$ cat config.mk
export PLATFORM = sky130hd
export DESIGN_NAME = flash_dump_ctrl_flat
export DESIGN_NICKNAME = d
export VERILOG_FILES = /design/src/rtl/flash_dump_ctrl_if.sv /design/src/rtl/flash_dump_ctrl.sv /design/src/flat_wrapper.sv
export SDC_FILE = /design/constraint.sdc
export NUM_CORES = 1
export LEC_CHECK = 0
export CORE_MARGIN = 5
export CORE_UTILIZATION = 34
export DETAILED_ROUTE_END_ITERATION = 6
export DONT_BUFFER_PORTS = 1
export GPL_ROUTABILITY_DRIVEN = 0
export PLACE_DENSITY = 0.56
export SETUP_SLACK_MARGIN = 0.05
export SYNTH_ARGS = -nofsm -noshare
export SYNTH_HDL_FRONTEND = slang
export SYNTH_SLANG_ARGS = --single-unit
$ cat constraint.sdc
create_clock -name clk -period 2.1 [get_ports clk]
set_input_delay 0.42 -clock clk [delete_from_list [all_inputs] [get_ports clk]]
set_output_delay 0.42 -clock clk [all_outputs]
set_load 0.05 [all_outputs]
$ cat src/rtl/flash_dump_ctrl_if.sv
// -----------------------------------------------------------------------------
// flash_dump_ctrl_if
//
// Bundles the flash-navigator and UART-transmitter signals used by
// flash_dump_ctrl.
//
// Handshake semantics:
//   flash side : the controller raises flashReq for exactly one cycle with
//                flashReadAddr already valid and holds flashReadAddr until
//                the navigator answers with a one-cycle flashDataReady strobe,
//                during which flashData is valid. Only one read is ever
//                outstanding.
//   uart side  : the controller raises uartStart for exactly one cycle, only
//                when uartBusy was low. uartData is held from that cycle until
//                the transmitter has raised and then dropped uartBusy again.
//
// Modports:
//   master : controller side (drives requests and bytes)
//   slave  : flash navigator / UART side (drives data, strobes and busy)
// -----------------------------------------------------------------------------
interface flash_dump_ctrl_if #(
  parameter int ADDR_WIDTH    = 24,
  parameter int MEMORY_LENGTH = 2
);
  logic [ADDR_WIDTH-1:0]      flashReadAddr;
  logic                       flashReq;
  logic [MEMORY_LENGTH*8-1:0] flashData;
  logic                       flashDataReady;
  logic [7:0]                 uartData;
  logic                       uartStart;
  logic                       uartBusy;

  modport master (
    output flashReadAddr, flashReq, uartData, uartStart,
    input  flashData, flashDataReady, uartBusy
  );

  modport slave (
    input  flashReadAddr, flashReq, uartData, uartStart,
    output flashData, flashDataReady, uartBusy
  );
endinterface

$ cat src/rtl/flash_dump_ctrl.sv
// -----------------------------------------------------------------------------
// flash_dump_ctrl
//
// Streams pages of external SPI flash out of the UART. A page is PAGE_READS
// flash words of MEMORY_LENGTH bytes each; every word is serialised MSB byte
// first. After reset the page at START_ADDR is dumped automatically. btn1
// advances to the next page and dumps it, btn2 replays the current page.
//
// Optional feature macro: FLASH_DUMP_HEX_EN
//   defined   : every byte goes out as two uppercase hex ASCII characters
//               (high nibble first) and each page ends with CR LF.
//   undefined : raw bytes, one UART frame per byte, no line ending.
//
// Ports:
//   clk       : system clock
//   reset     : asynchronous active-low reset
//   btn1      : raw "next page" button, active-low, asynchronous
//   btn2      : raw "replay page" button, active-low, asynchronous
//   bus       : flash_dump_ctrl_if.master (flash read + UART transmit)
//   leds      : active-low LEDs, [4:0] = page index, [5] = busy dumping
//   dbg_state : current FSM state encoding
// -----------------------------------------------------------------------------
module flash_dump_ctrl #(
  parameter int                    ADDR_WIDTH      = 24,
  parameter int                    MEMORY_LENGTH   = 2,
  parameter int                    PAGE_READS      = 8,
  parameter logic [ADDR_WIDTH-1:0] START_ADDR      = '0,
  parameter int                    DEBOUNCE_CYCLES = 270000
) (
  input  logic                     clk,
  input  logic                     reset,
  input  logic                     btn1,
  input  logic                     btn2,
  flash_dump_ctrl_if.master        bus,
  output logic [5:0]               leds,
  output logic [2:0]               dbg_state
);

  localparam int WORD_W = MEMORY_LENGTH * 8;

`ifdef FLASH_DUMP_HEX_EN
  localparam bit HEX_EN = 1'b1;
`else
  localparam bit HEX_EN = 1'b0;
`endif

  // One output character covers a nibble in hex mode and a byte in raw mode.
  localparam int CHAR_BITS = HEX_EN ? 4 : 8;
  localparam int CHARS     = WORD_W / CHAR_BITS;
  localparam int CCW       = $clog2(CHARS + 1);
  localparam int RCW       = (PAGE_READS > 1) ? $clog2(PAGE_READS) : 1;
  localparam int DCW       = $clog2(DEBOUNCE_CYCLES);

  localparam logic [ADDR_WIDTH-1:0] PAGE_STEP = ADDR_WIDTH'(PAGE_READS * MEMORY_LENGTH);
  localparam logic [ADDR_WIDTH-1:0] WORD_STEP = ADDR_WIDTH'(MEMORY_LENGTH);
  localparam logic [DCW-1:0]        DB_LAST   = DCW'(DEBOUNCE_CYCLES - 1);
  localparam logic [RCW-1:0]        READ_LAST = RCW'(PAGE_READS - 1);
  localparam logic [CCW-1:0]        CHAR_END  = CCW'(CHARS);

  typedef enum logic [2:0] {
    IDLE       = 3'd0,
    FETCH      = 3'd1,
    WAIT_FLASH = 3'd2,
    SEND       = 3'd3,
    WAIT_UART  = 3'd4,
    EOL        = 3'd5
  } state_t;

  state_t state, state_d;

  // ---------------------------------------------------------------------------
  // Button synchronisers and debouncers. Index 0 = btn1, index 1 = btn2.
  // db_level is the accepted (debounced) level; db_cnt counts consecutive
  // cycles in which the synchronised level disagrees with it. Any agreeing
  // cycle (a bounce) restarts the count.
  // ---------------------------------------------------------------------------
  logic [1:0]     btn_raw;
  logic [1:0]     sync_a, sync_b;
  logic [1:0]     db_level;
  logic [DCW-1:0] db_cnt [2];
  logic [1:0]     press;

  assign btn_raw = {btn2, btn1};

  always_ff @(posedge clk or negedge reset) begin
    if (!reset) begin
      sync_a    <= 2'b11;
      sync_b    <= 2'b11;
      db_level  <= 2'b11;
      db_cnt[0] <= '0;
      db_cnt[1] <= '0;
    end else begin
      sync_a <= btn_raw;
      sync_b <= sync_a;
      for (int i = 0; i < 2; i++) begin
        if (sync_b[i] == db_level[i]) begin
          db_cnt[i] <= '0;
        end else if (db_cnt[i] == DB_LAST) begin
          db_level[i] <= sync_b[i];
          db_cnt[i]   <= '0;
        end else begin
          db_cnt[i] <= db_cnt[i] + 1'b1;
        end
      end
    end
  end

  // A press is the accepted 1 -> 0 transition; releases produce no event.
  always_comb begin
    press = '0;
    for (int i = 0; i < 2; i++) begin
      press[i] = db_level[i] & ~sync_b[i] & (db_cnt[i] == DB_LAST);
    end
  end

  // ---------------------------------------------------------------------------
  // Datapath / control registers
  // ---------------------------------------------------------------------------
  logic [ADDR_WIDTH-1:0] base;
  logic [ADDR_WIDTH-1:0] addr_q;
  logic                  flash_req_q;
  logic [7:0]            uart_data_q;
  logic                  uart_start_q;
  logic [WORD_W-1:0]     shreg;
  logic [RCW-1:0]        read_cnt;
  logic [CCW-1:0]        char_cnt;
  logic [1:0]            eol_cnt;
  logic [4:0]            page_idx;
  logic                  pend_next;
  logic                  pend_replay;
  logic                  auto_dump;

  // Control strobes from the output process
  logic       idle_go;
  logic       do_fetch;
  logic       do_capture;
  logic       do_send;
  logic       do_eol;
  logic       next_read;
  logic       uart_done;
  logic       last_read;
  logic [7:0] char_now;

  assign last_read = (read_cnt == READ_LAST);

  // uart_start_q is high exactly in the first WAIT_UART cycle, so it doubles
  // as the "ignore busy this cycle" marker while the UART raises busy.
  assign uart_done = !uart_start_q && !bus.uartBusy;

  // ---------------------------------------------------------------------------
  // FSM process 1: state register
  // ---------------------------------------------------------------------------
  always_ff @(posedge clk or negedge reset) begin
    if (!reset) begin
      state <= IDLE;
    end else begin
      state <= state_d;
    end
  end

  // ---------------------------------------------------------------------------
  // FSM process 2: next-state logic
  // ---------------------------------------------------------------------------
  always_comb begin
    state_d = state;
    case (state)
      IDLE: begin
        if (auto_dump || pend_next || pend_replay) state_d = FETCH;
      end
      FETCH: begin
        state_d = WAIT_FLASH;
      end
      WAIT_FLASH: begin
        if (bus.flashDataReady) state_d = SEND;
      end
      SEND: begin
        if (!bus.uartBusy) state_d = WAIT_UART;
      end
      WAIT_UART: begin
        if (uart_done) begin
          if (eol_cnt != 2'd0) begin
            // Line-ending phase: two characters, then back to IDLE.
            state_d = (eol_cnt == 2'd2) ? IDLE : EOL;
          end else if (char_cnt != CHAR_END) begin
            state_d = SEND;
          end else if (!last_read) begin
            state_d = FETCH;
          end else begin
            state_d = HEX_EN ? EOL : IDLE;
          end
        end
      end
      EOL: begin
        if (!bus.uartBusy) state_d = WAIT_UART;
      end
      default: state_d = IDLE;
    endcase
  end

  // ---------------------------------------------------------------------------
  // FSM process 3: output / control strobes
  // ---------------------------------------------------------------------------
  always_comb begin
    idle_go    = 1'b0;
    do_fetch   = 1'b0;
    do_capture = 1'b0;
    do_send    = 1'b0;
    do_eol     = 1'b0;
    next_read  = 1'b0;
    case (state)
      IDLE:       idle_go    = auto_dump || pend_next || pend_replay;
      FETCH:      do_fetch   = 1'b1;
      WAIT_FLASH: do_capture = bus.flashDataReady;
      SEND:       do_send    = !bus.uartBusy;
      WAIT_UART:  next_read  = uart_done && (eol_cnt == 2'd0) &&
                               (char_cnt == CHAR_END) && !last_read;
      EOL:        do_eol     = !bus.uartBusy;
      default:    ;
    endcase
  end

  // Character currently at the top of the shift register.
`ifdef FLASH_DUMP_HEX_EN
  function automatic logic [7:0] hex_char(input logic [3:0] n);
    // 0-9 -> '0'..'9', A-F -> 'A'..'F' (0x37 + 0xA = 0x41)
    hex_char = (n < 4'd10) ? (8'h30 + {4'h0, n}) : (8'h37 + {4'h0, n});
  endfunction

  assign char_now = hex_char(shreg[WORD_W-1 -: 4]);
`else
  assign char_now = shreg[WORD_W-1 -: 8];
`endif

  // ---------------------------------------------------------------------------
  // Registered datapath
  // ---------------------------------------------------------------------------
  always_ff @(posedge clk or negedge reset) begin
    if (!reset) begin
      base         <= START_ADDR;
      addr_q       <= START_ADDR;
      flash_req_q  <= 1'b0;
      uart_data_q  <= 8'h00;
      uart_start_q <= 1'b0;
      shreg        <= '0;
      read_cnt     <= '0;
      char_cnt     <= '0;
      eol_cnt      <= 2'd0;
      page_idx     <= 5'd0;
      pend_next    <= 1'b0;
      pend_replay  <= 1'b0;
      auto_dump    <= 1'b1;
    end else begin
      // Both strobes are single-cycle pulses by construction.
      flash_req_q  <= do_fetch;
      uart_start_q <= do_send || do_eol;

      // Pending flags are one deep; a press while set changes nothing.
      // Leaving IDLE consumes everything, so a replay queued alongside a
      // next is discarded.
      if (idle_go) begin
        pend_next   <= 1'b0;
        pend_replay <= 1'b0;
        auto_dump   <= 1'b0;
        read_cnt    <= '0;
        eol_cnt     <= 2'd0;
        if (pend_next) begin
          base     <= base + PAGE_STEP;
          page_idx <= page_idx + 5'd1;
        end
      end else begin
        if (press[0]) pend_next   <= 1'b1;
        if (press[1]) pend_replay <= 1'b1;
      end

      if (do_fetch) begin
        addr_q <= base + ADDR_WIDTH'(read_cnt) * WORD_STEP;
      end

      if (do_capture) begin
        shreg    <= bus.flashData;
        char_cnt <= '0;
      end

      if (do_send) begin
        uart_data_q <= char_now;
        shreg       <= shreg << CHAR_BITS;
        char_cnt    <= char_cnt + 1'b1;
      end

      if (do_eol) begin
        uart_data_q <= (eol_cnt == 2'd0) ? 8'h0D : 8'h0A;
        eol_cnt     <= eol_cnt + 2'd1;
      end

      if (next_read) begin
        read_cnt <= read_cnt + 1'b1;
      end
    end
  end

  assign bus.flashReadAddr = addr_q;
  assign bus.flashReq      = flash_req_q;
  assign bus.uartData      = uart_data_q;
  assign bus.uartStart     = uart_start_q;

  assign leds      = {~(state != IDLE), ~page_idx};
  assign dbg_state = state;

endmodule

$ cat src/flat_wrapper.sv
// flat-port wrapper written by rule: the top's interface ports become plain ports
module flash_dump_ctrl_flat 
#(
  parameter int                    ADDR_WIDTH      = 24,
  parameter int                    MEMORY_LENGTH   = 2,
  parameter int                    PAGE_READS      = 8,
  parameter logic [ADDR_WIDTH-1:0] START_ADDR      = '0,
  parameter int                    DEBOUNCE_CYCLES = 270000
)
  (clk, reset, btn1, btn2, leds, dbg_state, bus_flashReadAddr, bus_flashReq, bus_uartData, bus_uartStart, bus_flashData, bus_flashDataReady, bus_uartBusy);
  flash_dump_ctrl_if #(.ADDR_WIDTH(ADDR_WIDTH), .MEMORY_LENGTH(MEMORY_LENGTH)) bus_i ();
  input  logic clk;
  input  logic reset;
  input  logic btn1;
  input  logic btn2;
  output logic [5:0] leds;
  output logic [2:0] dbg_state;
  output wire logic [$bits(bus_i.flashReadAddr)-1:0] bus_flashReadAddr;
  output wire logic [$bits(bus_i.flashReq)-1:0] bus_flashReq;
  output wire logic [$bits(bus_i.uartData)-1:0] bus_uartData;
  output wire logic [$bits(bus_i.uartStart)-1:0] bus_uartStart;
  input wire logic [$bits(bus_i.flashData)-1:0] bus_flashData;
  input wire logic [$bits(bus_i.flashDataReady)-1:0] bus_flashDataReady;
  input wire logic [$bits(bus_i.uartBusy)-1:0] bus_uartBusy;
  assign bus_flashReadAddr = bus_i.flashReadAddr;
  assign bus_flashReq = bus_i.flashReq;
  assign bus_uartData = bus_i.uartData;
  assign bus_uartStart = bus_i.uartStart;
  assign bus_i.flashData = bus_flashData;
  assign bus_i.flashDataReady = bus_flashDataReady;
  assign bus_i.uartBusy = bus_uartBusy;
  flash_dump_ctrl #(.ADDR_WIDTH(ADDR_WIDTH), .MEMORY_LENGTH(MEMORY_LENGTH), .PAGE_READS(PAGE_READS), .START_ADDR(START_ADDR), .DEBOUNCE_CYCLES(DEBOUNCE_CYCLES)) u_core (.clk(clk), .reset(reset), .btn1(btn1), .btn2(btn2), .bus(bus_i), .leds(leds), .dbg_state(dbg_state));
endmodule
==> flow_summary.toml, run 1 <==
[yosys]
synth_adder_area_share_pct = 2.34
synth_top_area_share_pct = 52.7
synth-edff-count = 0
synth-simple-area-share_pct = 19.2
syn_avg_cell_area_um2 = 11.1
synthXorXnorAreaFrac_pct = 7.44
async_reset_ff_share_pct = 100
synth_top_flop_cell = "dfrtp_1"
yosysMostFrequentCell = "dfrtp_1"
synth.largest_area_cell = "dfrtp_1"
synth_nets = 564
synth_top_family_by_area = "simple AND/OR/NAND/NOR gates"
synth_cell_types = 48
synth_compound_area_share_pct = 6.64
ys_seq_elements = 131
synthTopCellsByArea = "dfrtp_1 (53%), mux2_2 (4.8%), xnor2_1 (4.8%)"
ys_warn_count = 0
synth_cells = 531
synth.area.mux_share_pct = 5.13
syn_area_mm2 = 0.00588
synth-seq-area-share_pct = 55.9
synthTopCellsByCount = "dfrtp_1 (124), nor2_1 (49), nand2_1 (46), xnor2_1 (32), nand3_1 (26)"

[cts]
clk_latency_ns = 0.42
postCtsSetupBuffers = 0
htreeDepth = 4
path_clk_slew_ns = 0.06
cts_tree = "done"
clk_path_buf_depth = 2
cts_made_buffers = 17
cts_root_buffer = "clkbuf_16"
cts.sinks = 131
postCtsHoldBufs = 2

[setup_path]
slowest_delay_ns = 0.69
rr_startpoint = "u_core.db_cnt[15]"
crit_chain = "or4b_2 > nor4_2 > nand3b_1 > mux2_2"
worst-path-max-fanout = 4
worstReg2RegEnd = "u_core.db_level[1]"
cp.required_ns = 2.44
r2r_cells = 4
critPathSlowestCell = "or4b_2"
critPathKind = "reg2reg"
start_kind = "flip-flop"
reg2reg_slack_ns = 0.18
endpoint_kind = "flip-flop"
cp.arrival_ns = 2.26

[layout]
stdcell_count = 787
n_antenna_cell = 0
area_growth_pct = 16.6
num-fill-cells = 1656
drive_gt1_share_pct = 17.6
finalInstanceArea_mm2 = 0.00686
fin_nets = 582

[die]
die_area_mm2 = 0.0200
initial_utilization_pct = 34.4
num_rows = 48
die_x_um = 142
num_io_pins = 65
core_mm2 = 0.0171
die_h_um = 142

[sta]
tightestPinTransition_ns = 0.732
fmax_mhz = 521
slew_headroom_pct = 51.1
timing.final.crit_share_pct = 91.5
fin_skew_ns = 0.0115
slew_violations = 0
finalHoldViolations = 131
rsz0062_at_grt = "false"
whs_ns = -0.301
post-route-min-period_ns = 1.92
fin_tns_setup_ns = 0
finalSetupViolCount = 0

[flow_run]
cap_violations = 0

[global_route]
gr-usage-all-layers_pct = 12.8
grt_pass1_wl_um = 20400
antenna_found_initial = 0
gr-total-overflow = 0
grt_pass1_vias = 4020
grt_max_degree = 132

[power_and_ir_drop]
power_uw = 7520
vdd_drop_max_uv = 705
p_per_area_mw_per_mm2 = 1100
leakage_uw = 0.00305

[placed_design]
placed_cell_area_mm2 = 0.00623
hpwl_um = 8150
place_inst = 753
port_buffers = 0

[outcome]
status = "complete, but fails checks"
violations = "negative hold slack"

[detailed_routing]
ant_nets = 0
drc_errors = 0
routed_wl_um = 12000
vias_per_cell = 5.06
first_pass_iters = 4
first_iter_violations = 277
post_drt_wl_per_cell_um = 15.3
vias = 3979

[hold_path]
min_path_type = "in2async"
-- worst max-delay path, delay by kind of cell, from the launching register on --
family           cells  cell delay (ns)
flip-flops           1             0.41
AND/OR/NAND/NOR      3             1.14
multiplexers         1             0.29
-- report_power, final --
group          internal (uW)  switching, uW
registers               2820            456
clock network           1840           1110
logic                    509            795
-- layout by cell type, fill, tap and decap left out, types with 4 or more instances in the layout --
master,instances
dfrtp_1,122
nor2_1,48
nand2_1,46
xnor2_1,32
nand3_1,26
mux2_2,25
inv_1,23
nand4_1,19
o21ai_0,19
xor2_1,18
clkbuf_16,17
buf_4,16
nor3_1,12
a22o_1,12
a21oi_1,11
ha_1,11
nor4_1,9
a22oi_1,8
dfstp_2,7
nor2b_1,6
and3_1,5
and4_1,5
or3_1,4
clkinvlp_4,4
-- per-stage QoR --
stage / util [%] / worst slack [ns]
floorplan: - / 0.0579
global placement: 36.4 / 0.138
detailed placement: 36.4 / 0.0805
CTS: 40.0 / 0.0740
global route: 40.1 / 0.0709
finish: 40.1 / 0.179
-- layout make-up --
cell class	instances	area, um^2	share of cell area [%]
tap	225	282	4.11
multi-input combinational	357	2440	35.6
clock inverter	12	131	1.92
sequential	131	3290	48.0
clock buffer	20	467	6.81
timing repair buffer	19	160	2.34
inverter	23	86.3	1.26
-- registers in the layout, indices dropped and copies added (netlist names) --
name	flops
u_core.eol_cnt	2
u_core.db_cnt	38
u_core.auto_dump	1
u_core.db_level	2
u_core.pend_replay	1
u_core.bus.uartStart	1
u_core.base	20
u_core.char_cnt	2
u_core.sync_b	2
u_core.bus.uartData	8
u_core.pend_next	1
u_core.bus.flashReadAddr	23
u_core.page_idx	5
u_core.shreg	16
u_core.read_cnt	3
u_core.dbg_state	3
u_core.bus.flashReq	1
u_core.sync_a	2
-- cells by family (layout without fill, tap and decap cells) --
| group | Yosys count | in the layout |
|---|---|---|
| XOR/XNOR | 50 | 50 |
| flip-flops | 131 | 131 |
| AO/OA/AOI/OAI | 60 | 60 |
| adder cells (fa/ha/maj) | 11 | 11 |
| multiplexers | 27 | 27 |
| buffers and inverters | 43 | 74 |
| other | 1 | 1 |
| AND/OR/NAND/NOR | 208 | 208 |
-- timing repair --
action | in CTS | in global routing
gates resized for setup | 0 | 2
endpoints found under the hold margin | 133 | 131
endpoints found under the setup margin | 0 | 40
-- metal layers --
metal | global-route usage, % | part of all wire, %
met1 | 16.8 | 46
met2 | 18.7 | 45
met3 | 5.29 | 7.1
met4 | 5.05 | 1.6
met5 | 0 | 0
-- worst max-delay path by stage --
stage / startpoint / to / depth (start not counted)
3_5_place_dp: u_core.dbg_state[0] / u_core.shreg[3] / 4
6_report: u_core.db_cnt[15] / u_core.db_level[1] / 4
5_1_grt: u_core.dbg_state[1] / u_core.base[23] / 4
2_1_floorplan: u_core.dbg_state[2] / u_core.char_cnt[1] / 7
3_3_place_gp: u_core.dbg_state[1] / u_core.base[23] / 4
4_1_cts: u_core.dbg_state[0] / u_core.char_cnt[1] / 5
No activity file was read; power rests on OpenSTA's default activity.
==> inputs of run 2 (changes only) <==
Settings changed: ABC_AREA set to 1.
==> run 2 against run 1 <==
Effect of this change: the run still ends with negative hold slack left; sequential share of layout area shrank 2.4 points; first-iteration DRC count fell by 12%; utilization decreased by 0.083 points; synthesized cell count up 45%; power decreased by 24%; final cell count is 31% higher.
==> flow_summary.toml, run 2 <==
[outcome]
status = "complete, but fails checks"
violations = "negative hold slack"

[yosys]
synth_nets = 802
synth_cell_types = 33
ys_warn_count = 0
synth_top_area_share_pct = 49.5
synthTopCellsByCount = "nand2_1 (206), dfrtp_1 (124), nor2_1 (118), inv_1 (91), nand3_1 (51)"
yosysMostFrequentCell = "nand2_1"
synth-edff-count = 0
synth_cells = 769
synth_top_flop_cell = "dfrtp_1"
synthTopCellsByArea = "dfrtp_1 (50%), nand2_1 (12%), nor2_1 (7.1%)"
syn_area_mm2 = 0.00626
async_reset_ff_share_pct = 100
syn_avg_cell_area_um2 = 8.15
ys_seq_elements = 131
synth-seq-area-share_pct = 52.5
synth.largest_area_cell = "dfrtp_1"

[sta]
post-route-min-period_ns = 1.94
timing.final.crit_share_pct = 92.5
layout_setup_ws_ns = 0.157
slew_headroom_pct = 61.7
tightestPinTransition_ns = 0.575
finalSetupViolCount = 0
finalHoldViolations = 131
fin_skew_ns = 0.00922
fin_tns_setup_ns = 0
slew_violations = 0
fmax_mhz = 515
whs_ns = -0.301
rsz0062_at_grt = "false"

[power_and_ir_drop]
internal_power_uw = 4510
seq_power_share_pct = 45.3
p_per_area_mw_per_mm2 = 789
switching_share_pct = 20.7
leakage_uw = 0.00340
vdd_drop_max_uv = 592
switchingPower_uw = 1180
combPwrFrac_pct = 1.2
pwr-share-clk_pct = 53.5

[layout]
mostFrequentLayoutCells = "nand2_1 (206), dfrtp_1 (124), nor2_1 (118), inv_1 (91), nand3_1 (51)"
finalInstanceArea_mm2 = 0.00721
area_growth_pct = 15.1
layout_commonest_cell = "nand2_1"
final_util_pct = 40.0
largest_reg_flops = 38
top_register = "u_core.db_cnt"
n_antenna_cell = 0
drive_gt1_share_pct = 7.99
fin_nets = 821

[global_route]
grtUsageMet3_pct = 3.92
grt_pass1_wl_um = 23200
antenna_found_initial = 0
grt_pass1_vias = 4586
grt_max_degree = 132
gr-total-overflow = 0
grt.busiest_layer = "met2"
gr-usage-all-layers_pct = 13.3
grt_util_met2_pct = 19.9
grtUsageMet1_pct = 18.2

[detailed_routing]
drc_errors = 0
routed_wl_um = 13500
ant_nets = 0
first_iter_violations = 243
first_pass_iters = 4
post_drt_wl_per_cell_um = 13.1
vias_per_cell = 4.68
vias = 4821

[cts]
cts_made_buffers = 17
cts.sinks = 131
clk_path_buf_depth = 2
cts_resized = 0
clk_latency_ns = 0.42
postCtsHoldBufs = 2
postCtsSetupBuffers = 0
cts_root_buffer = "clkbuf_16"
path_clk_slew_ns = 0.06
cts_tree = "done"
htreeDepth = 4

[die]
die_x_um = 146
num_io_pins = 65
die_h_um = 146
num_rows = 49
core_mm2 = 0.0180
die_area_mm2 = 0.0212
initial_utilization_pct = 34.7

[flow_run]
cap_violations = 0

[placed_design]
hpwl_um = 9820
placed_cell_area_mm2 = 0.00658
pre_cts_slack_ns = 0.468
port_buffers = 0

[setup_path]
endpoint_kind = "primary output"
worst-path-max-fanout = 7
critPathKind = "reg2out"
cp.required_ns = 1.68
r2r_cells = 7
start_kind = "flip-flop"
cp.arrival_ns = 1.52

[hold_path]
min_path_type = "in2async"
==> run 2: routing by layer <==
| metal | share of wire [%] | vias to the layer above |
|---|---|---|
| met5 | 0 | - |
| met2 | 46 | 79 |
| met4 | 1.5 | 0 |
| li1 | - | 2481 |
| met1 | 48 | 2248 |
| met3 | 4.5 | 13 |
==> run 2: metrics by stage <==
stage / hold WS (ns) / std cells / total power (uW)
floorplan: 0.124 / 769 / 2670
global placement: 0.130 / 996 / 2680
detailed placement: 0.132 / 996 / 2690
CTS: -0.325 / 1030 / 5770
global route: -0.330 / 1030 / 5900
finish: -0.301 / 1030 / 5690
==> run 2: kinds of logic after synthesis <==
kind of cell             share of synthesized area (%)
AO/OA/AOI/OAI                                     6.27
XOR/XNOR                                          4.47
adder cells (fa/ha/maj)                           2.20
buffers and inverters                             6.49
flip-flops                                        52.5
other                                           0.0599
AND/OR/NAND/NOR                                   28.0
==> run 2: final cells by class <==
type                    count  area, um^2
fillers                  1823       10800
flip-flops and latches    131        3290
multi-input cells         533        2570
clock buffers              20         457
inverters                  95         359
well taps                 229         287
clock inverters            12         155
repair buffers             10        92.6
==> run 2: final timing paths <==
| path | endpoint | slack (ns) | start |
|---|---|---|---|
| min | u_core.db_cnt[14] | -0.30 | reset |
| max reg2reg | u_core.base[22] | 0.45 | u_core.dbg_state[0] |
| max | leds[5] | 0.16 | u_core.dbg_state[0] |
| min in group clk | u_core.shreg[5] | 0.15 | bus_flashData[5] |
| min reg2reg | u_core.sync_b[1] | 0.35 | u_core.sync_a[1] |
| max in group asynchronous | u_core.sync_b[1] | 2.18 | reset |
==> run 2: critical path: stages, from the launching register on <==
cell and delay (ns):
dfrtp_1 0.45, nor2_2 0.23, nand2_1 0.11, inv_1 0.10, buf_4 0.21
==> run 2: power by group through the flow <==
stage / sequential (uW) / combinational [uW] / clock [uW]
global placement: 2620 / 63.9 / 0
CTS: 2580 / 68.7 / 3120
global route: 2580 / 78.4 / 3250
finish: 2580 / 66.6 / 3050
detailed placement: 2620 / 65.3 / 0
floorplan: 2620 / 55.8 / 0
